<file path="src/rtl/seg_pkg.sv">
// Shared seven-segment encoding: hex-to-segment table, blank/dash patterns and decode helper.
// Segment bit order is {dp, g, f, e, d, c, b, a}, active-high.
package seg_pkg;

  localparam logic [7:0] SEG_BLANK = 8'h00;
  localparam logic [7:0] SEG_DASH  = 8'h40;

  // Index 15 ('F') renders a dash: the display path's "no value" marker.
  localparam logic [15:0][7:0] SEG_TABLE = {
    SEG_DASH, 8'h79, 8'h5E, 8'h39, 8'h7C, 8'h77, 8'h6F, 8'h7F,
    8'h07,    8'h7D, 8'h6D, 8'h66, 8'h4F, 8'h5B, 8'h06, 8'h3F
  };

  function automatic logic [7:0] seg_decode(input logic [3:0] nibble);
    return SEG_TABLE[nibble];
  endfunction

endpackage

</file>
<file path="src/rtl/seg7_decode.sv">
// Combinational nibble + decimal point to 8-bit segment pattern.
// Reusable by any display that follows the seg_pkg encoding.
module seg7_decode
  import seg_pkg::*;
(
  input  logic [3:0] nibble,
  input  logic       dp,
  output logic [7:0] seg
);

  assign seg = seg_decode(nibble) | {dp, 7'b0};

endmodule

</file>
<file path="src/rtl/seg_scan_mux.sv">
// Multiplexed seven-segment scanner: per-slot dead time, brightness PWM, per-frame shadowing.
// Define SEG_SCAN_LZS_EN to enable leading-zero suppression at shadow load.
module seg_scan_mux
  import seg_pkg::*;
#(
  parameter int unsigned NUM_DIGITS  = 8,
  parameter int unsigned SCAN_DIV    = 100_000,
  parameter int unsigned DEAD_CYCLES = 1000,
  parameter int unsigned BRIGHT_W    = 3
) (
  input  logic                    clk,
  input  logic                    rst,
  input  logic [4*NUM_DIGITS-1:0] data,
  input  logic [NUM_DIGITS-1:0]   dp,
  input  logic [NUM_DIGITS-1:0]   blank_mask,
  input  logic [BRIGHT_W-1:0]     brightness,
  output logic [7:0]              seg_data,
  output logic [NUM_DIGITS-1:0]   seg_cs,
  output logic                    frame_start
);

  localparam int CNT_W = (SCAN_DIV > 1) ? $clog2(SCAN_DIV) : 1;
  localparam int LW    = CNT_W + 1;
  localparam int IDX_W = (NUM_DIGITS > 1) ? $clog2(NUM_DIGITS) : 1;
  localparam int STEP  = (SCAN_DIV - DEAD_CYCLES) >> BRIGHT_W;

  logic [CNT_W-1:0]                slot_cnt;
  logic [IDX_W-1:0]                digit_idx;
  logic [NUM_DIGITS-1:0][3:0]      shadow_data;
  logic [NUM_DIGITS-1:0]           shadow_dp;
  logic [NUM_DIGITS-1:0]           shadow_blank;
  logic [NUM_DIGITS-1:0]           blank_eff;
  logic                            slot_end;
  logic                            last_digit;
  logic                            frame_end;
  logic [LW-1:0]                   on_len;
  logic                            lit;
  logic                            show;
  logic [7:0]                      dec_seg;

  assign slot_end   = (slot_cnt == CNT_W'(SCAN_DIV - 1));
  assign last_digit = (digit_idx == IDX_W'(NUM_DIGITS - 1));
  assign frame_end  = slot_end && last_digit;

  // Brightness is live, not shadowed, so dimming takes effect mid-frame.
  assign on_len = (&brightness) ? LW'(SCAN_DIV - DEAD_CYCLES)
                                : LW'(brightness) * LW'(STEP);
  assign lit    = (slot_cnt >= CNT_W'(DEAD_CYCLES)) &&
                  ({1'b0, slot_cnt} < (LW'(DEAD_CYCLES) + on_len));
  assign show   = lit && !blank_eff[digit_idx];

  seg7_decode u_dec (
    .nibble (shadow_data[digit_idx]),
    .dp     (shadow_dp[digit_idx]),
    .seg    (dec_seg)
  );

  always_ff @(posedge clk or negedge rst) begin
    if (!rst) begin
      slot_cnt     <= '0;
      digit_idx    <= '0;
      shadow_data  <= '0;
      shadow_dp    <= '0;
      shadow_blank <= '0;
      frame_start  <= 1'b0;
      seg_cs       <= '0;
      seg_data     <= SEG_BLANK;
    end else begin
      if (slot_end) begin
        slot_cnt  <= '0;
        digit_idx <= last_digit ? '0 : digit_idx + IDX_W'(1);
      end else begin
        slot_cnt  <= slot_cnt + CNT_W'(1);
      end
      // The shadow swaps on the final edge of a frame so slot 0 of digit 0 sees the new word.
      if (frame_end) begin
        shadow_data  <= data;
        shadow_dp    <= dp;
        shadow_blank <= blank_mask;
      end
      frame_start <= frame_end;
      seg_cs      <= show ? (NUM_DIGITS'(1) << digit_idx) : '0;
      seg_data    <= show ? dec_seg : SEG_BLANK;
    end
  end

`ifdef SEG_SCAN_LZS_EN
  logic [NUM_DIGITS-1:0] lzs_next;
  logic [NUM_DIGITS-1:0] lzs_mask;

  // Walk down from the top digit; the first nonzero nibble or set dp ends suppression.
  always_comb begin
    logic keep;
    lzs_next = '0;
    keep     = 1'b1;
    for (int k = NUM_DIGITS - 1; k > 0; k--) begin
      if (keep && (data[4*k +: 4] == 4'h0) && !dp[k]) begin
        lzs_next[k] = 1'b1;
      end else begin
        keep = 1'b0;
      end
    end
  end

  always_ff @(posedge clk or negedge rst) begin
    if (!rst) begin
      lzs_mask <= '0;
    end else if (frame_end) begin
      lzs_mask <= lzs_next;
    end
  end

  assign blank_eff = shadow_blank | lzs_mask;
`else
  assign blank_eff = shadow_blank;
`endif

endmodule
</file>
<file path="config.mk">
export PLATFORM = sky130hd
export DESIGN_NAME = seg_scan_mux
export DESIGN_NICKNAME = d
export VERILOG_FILES = /design/src/rtl/seg_pkg.sv /design/src/rtl/seg7_decode.sv /design/src/rtl/seg_scan_mux.sv
export SDC_FILE = /design/constraint.sdc
export NUM_CORES = 1
export LEC_CHECK = 0
export ABC_AREA = 1
export ABC_CLOCK_PERIOD_IN_PS = 2700
export CAP_MARGIN = 20
export CORE_ASPECT_RATIO = 2
export CORE_MARGIN = 10
export CORE_UTILIZATION = 38
export CTS_CLUSTER_SIZE = 30
export DETAILED_ROUTE_END_ITERATION = 12
export SETUP_SLACK_MARGIN = 0.05
export SLEW_MARGIN = 20
export SYNTH_ARGS = -nofsm -noshare
export SYNTH_HDL_FRONTEND = slang
export SYNTH_HIERARCHICAL = 1
export SYNTH_SLANG_ARGS = --single-unit
</file>
<file path="constraint.sdc">
create_clock -name clk -period 2.7 [get_ports clk]
set_clock_uncertainty 0.15 [all_clocks]
set_input_delay 0.405 -clock clk [delete_from_list [all_inputs] [get_ports clk]]
set_output_delay 0.405 -clock clk [all_outputs]
set_load 0.005 [all_outputs]
</file>
==> run summary <==
Crit-path cells -> buf_6 > fa_1 > ha_2 > inv_2 > fa_2 > inv_2 > nand3_2 > nand3_2 > nand2_2 > nor2_4 > nor2_4 > xor2_2 > ha_1 > a21oi_1 > nor2_1 > nor2_2 > nand3_2 > nand2_2 > nand3_4 > buf_12 > nor2_2
Post-detailed-route wirelength per cell -> 15.3 um
Root Buffer -> clkbuf_16
Total global-route track usage -> 16.6%
Share of the cycle needed by the critical path after routing -> 124%
Hold EP -> slot_cnt[0]$_DFF_PN0_
Die height -> 189 um
Max-slew headroom -> 41.6%
Startpoint types -> input pin
Kind of path behind the tightest hold check -> flop to flop
Fraction of layout instances using a drive strength above 1 -> 13.8%
Number of cells in the design after placement -> 1015
CTS Buffer Depth -> 2
Number of failing setup endpoints in the final timing report -> 16
EDFF count, synth -> 0
Post-synthesis async set-or-reset flop share -> 100%
Layout-stage area growth over the synthesis result -> 30.4%
Most frequent standard cell in the layout excluding fill and tap cells -> nand2_1
Post-synthesis cell type with the largest combined area -> dfrtp_1
Clock transition at the register clock pins on the worst setup and hold paths after CTS -> 60 ps
Number of sinks on the clock net -> 85
Pwr/cell area -> 420 nW/um^2
H-tree lvl count -> 3
Fill cell instance count of the final layout -> 1360
Yosys synthesis warning count -> 6
Number of distinct library cells after synthesis -> 34
Final WL -> 15800 um
Clock tree from TritonCTS -> done
Run status -> complete, but fails checks
Insertion delay of the later-clocked pin in the worst-skew pair -> 340 ps
Starting utilization of the core area -> 39.0%
Area occupied by multi-input gates -> 2790 um^2
Delay-heaviest family, CP -> adder cells
Die outline width -> 105 um
Number of hold violations in the final report -> 0
Critical path fanouts, max -> 8
Layout Cells excl Fill -> 1035
Peak supply drop -> 275 uV
Congestion Overflow GR -> 0
First-pass iteration count of the detailed router -> 6
HPWL after DPL -> 12400 um
Synth Instances -> 745
Post-Synthesis Mean Instance Area -> 7.32 um^2
Maximum achievable frequency -> 298 MHz
Cell area after synthesis -> 5450 um^2
Critical path data arrival time -> 3470 ps
Floorplan row count -> 61
Unrepaired setup endpoints after global routing -> yes
Data required time at the worst endpoint -> 2820 ps
Floorplan core area -> 14000 um^2
Antenna Cells -> 0
MaxCap Viol Count -> 0
Starting DRC count in detailed routing -> 223
Global-route wire length before repair -> 26300 um
Input/output buffers -> 69
Weighted congestion reported at the end of routability-driven placement -> 0.911
Final slew viol count -> 0
Total die area -> 19800 um^2
Leading register cell type out of synthesis -> dfrtp_1
Dominant cells by area after synthesis -> dfrtp_1, nand2_1, inv_1
Max incr delay on CP -> 530 ps
Static leakage -> 4.02 nW
Number of top-level pins -> 70
Via count of the first global-routing pass -> 5227
Start of the worst register-to-register path -> digit_idx[1]$_DFFE_PN0N_
Top library cells by usage in the layout, fill and taps aside -> nand2_1, inv_1, dfrtp_1
Final WS setup -> -650 ps
Share of the synthesized area in the top cell type -> 39.0%
Cell count of the worst reg-to-reg path -> 13
Area occupied by registers -> 2130 um^2
FF+latch count, synth -> 85
Time the worst path needs with I/O delays and setup -> 3350 ps
Slowest cell on the critical path -> fa_1
Maximum number of pins on one net before global-route repair -> 57
Crit-path most repeated cell -> nand3_2
Count of nets after finishing -> 939
Endpoint type of the worst setup path -> flop
Tightest Pin Transition -> 871 ps
RR Endpoint -> seg_data[0]$_DFF_PN0_
Launch instance of the worst min-delay path -> slot_cnt[0]$_DFF_PN0_
Overall power consumption -> 2.98 mW
Syn nets -> 843
Routed vias/inst -> 4.82
Combined buffer and inverter count along the critical path -> 4
Critical path class -> input pin to flop
Failing checks -> negative setup slack
Worst Hold Depth -> 1
Clock buffer count from CTS -> 9
Final ANT Viol Nets -> 0
Antenna violations before repair -> 0
Via count -> 4987
Sequential cell area fraction in the yosys report -> 39.0%
DRC -> 0
Worst setup slack for register-to-register paths -> 190 ps
-- cells by family (layout without fill, tap and decap cells) --
| family | count (synthesis) | after routing | synth area share [%] |
|---|---|---|---|
| compound gates | 128 | 128 | 12.1 |
| xor+xnor | 7 | 7 | 1.12 |
| fa+ha+maj | 45 | 45 | 10.9 |
| buf+inv | 191 | 292 | 14.1 |
| flops | 85 | 85 | 39.0 |
| simple gates | 289 | 289 | 22.8 |
-- how the worst max path moves through the flow --
stage / slack [ps] / start / endpoint / cells past startpoint
floorplan: -690 / brightness[0] / seg_cs[4]$_DFF_PN0_ / 24
global placement: -1300 / brightness[0] / seg_cs[7]$_DFF_PN0_ / 25
detailed placement: -1410 / brightness[0] / seg_cs[2]$_DFF_PN0_ / 25
CTS: -680 / brightness[2] / seg_cs[7]$_DFF_PN0_ / 22
global route: -800 / brightness[2] / seg_cs[7]$_DFF_PN0_ / 25
finish: -650 / brightness[2] / seg_data[5]$_DFF_PN0_ / 21
-- synthesized netlist by cell type (all sizes together), types with 2 or more instances --
library cell  count
inv             171
nand2           170
dfrtp            85
o21ai            81
nor2             59
ha               41
a21oi            38
nand3            35
clkbuf           11
nor3             11
buf               9
nand4             7
a31oi             6
xor2              6
fa                4
nor4              3
and2              2
-- where the power goes --
part	leakage, nW	internal [mW]	switching [mW]
registers	1.17	1.27	0
clock network	0.157	0.778	0.531
logic	2.69	0.193	0.208
-- registers in the layout, summed over array words and instances (netlist names) --
signal	count
blank_eff	8
digit_idx	3
frame_start	1
seg_cs	8
seg_data	8
shadow_data	32
shadow_dp	8
slot_cnt	17
-- stage by stage --
step	utilization, %	setup slack [ps]	hold WS (ps)	TNS (ps)	instance area (um^2)
final	50.9	-650	329	-10260	7110
after global routing	50.9	-804	376	-12770	7110
after CTS	50.4	-676	333	-10610	7030
after detailed placement	46.7	-1410	296	-22230	6530
after global placement	46.7	-1300	288	-20520	6530
after floorplan	-	-694	-40.6	-10260	5460
-- layer usage --
metal  track usage [%]  share of wire [%]
met5                 0                  0
met4              10.2                5.1
met3              2.07                2.5
met2              32.4                 56
met1              15.8                 36
-- layout make-up --
cell class / count / area share (%)
Multi-Input combinational cell: 469 / 39.2
Sequential cell: 85 / 29.9
Timing Repair Buffer: 105 / 14.1
Inverter: 171 / 9.03
Clock buffer: 11 / 3.56
Tap cell: 189 / 3.33
Clock inverter: 5 / 0.915
-- timing repair --
action | in CTS | in global routing
cloned | 1 | 0
gates resized for setup | 51 | 14
endpoints found under the setup margin | 16 | 16
hold buffers | 1 | 0
buffers inserted | 1 | 1
pin swaps | 22 | 13
hold endpoints to repair | 41 | 0
Power figures use the tool's default switching activity.
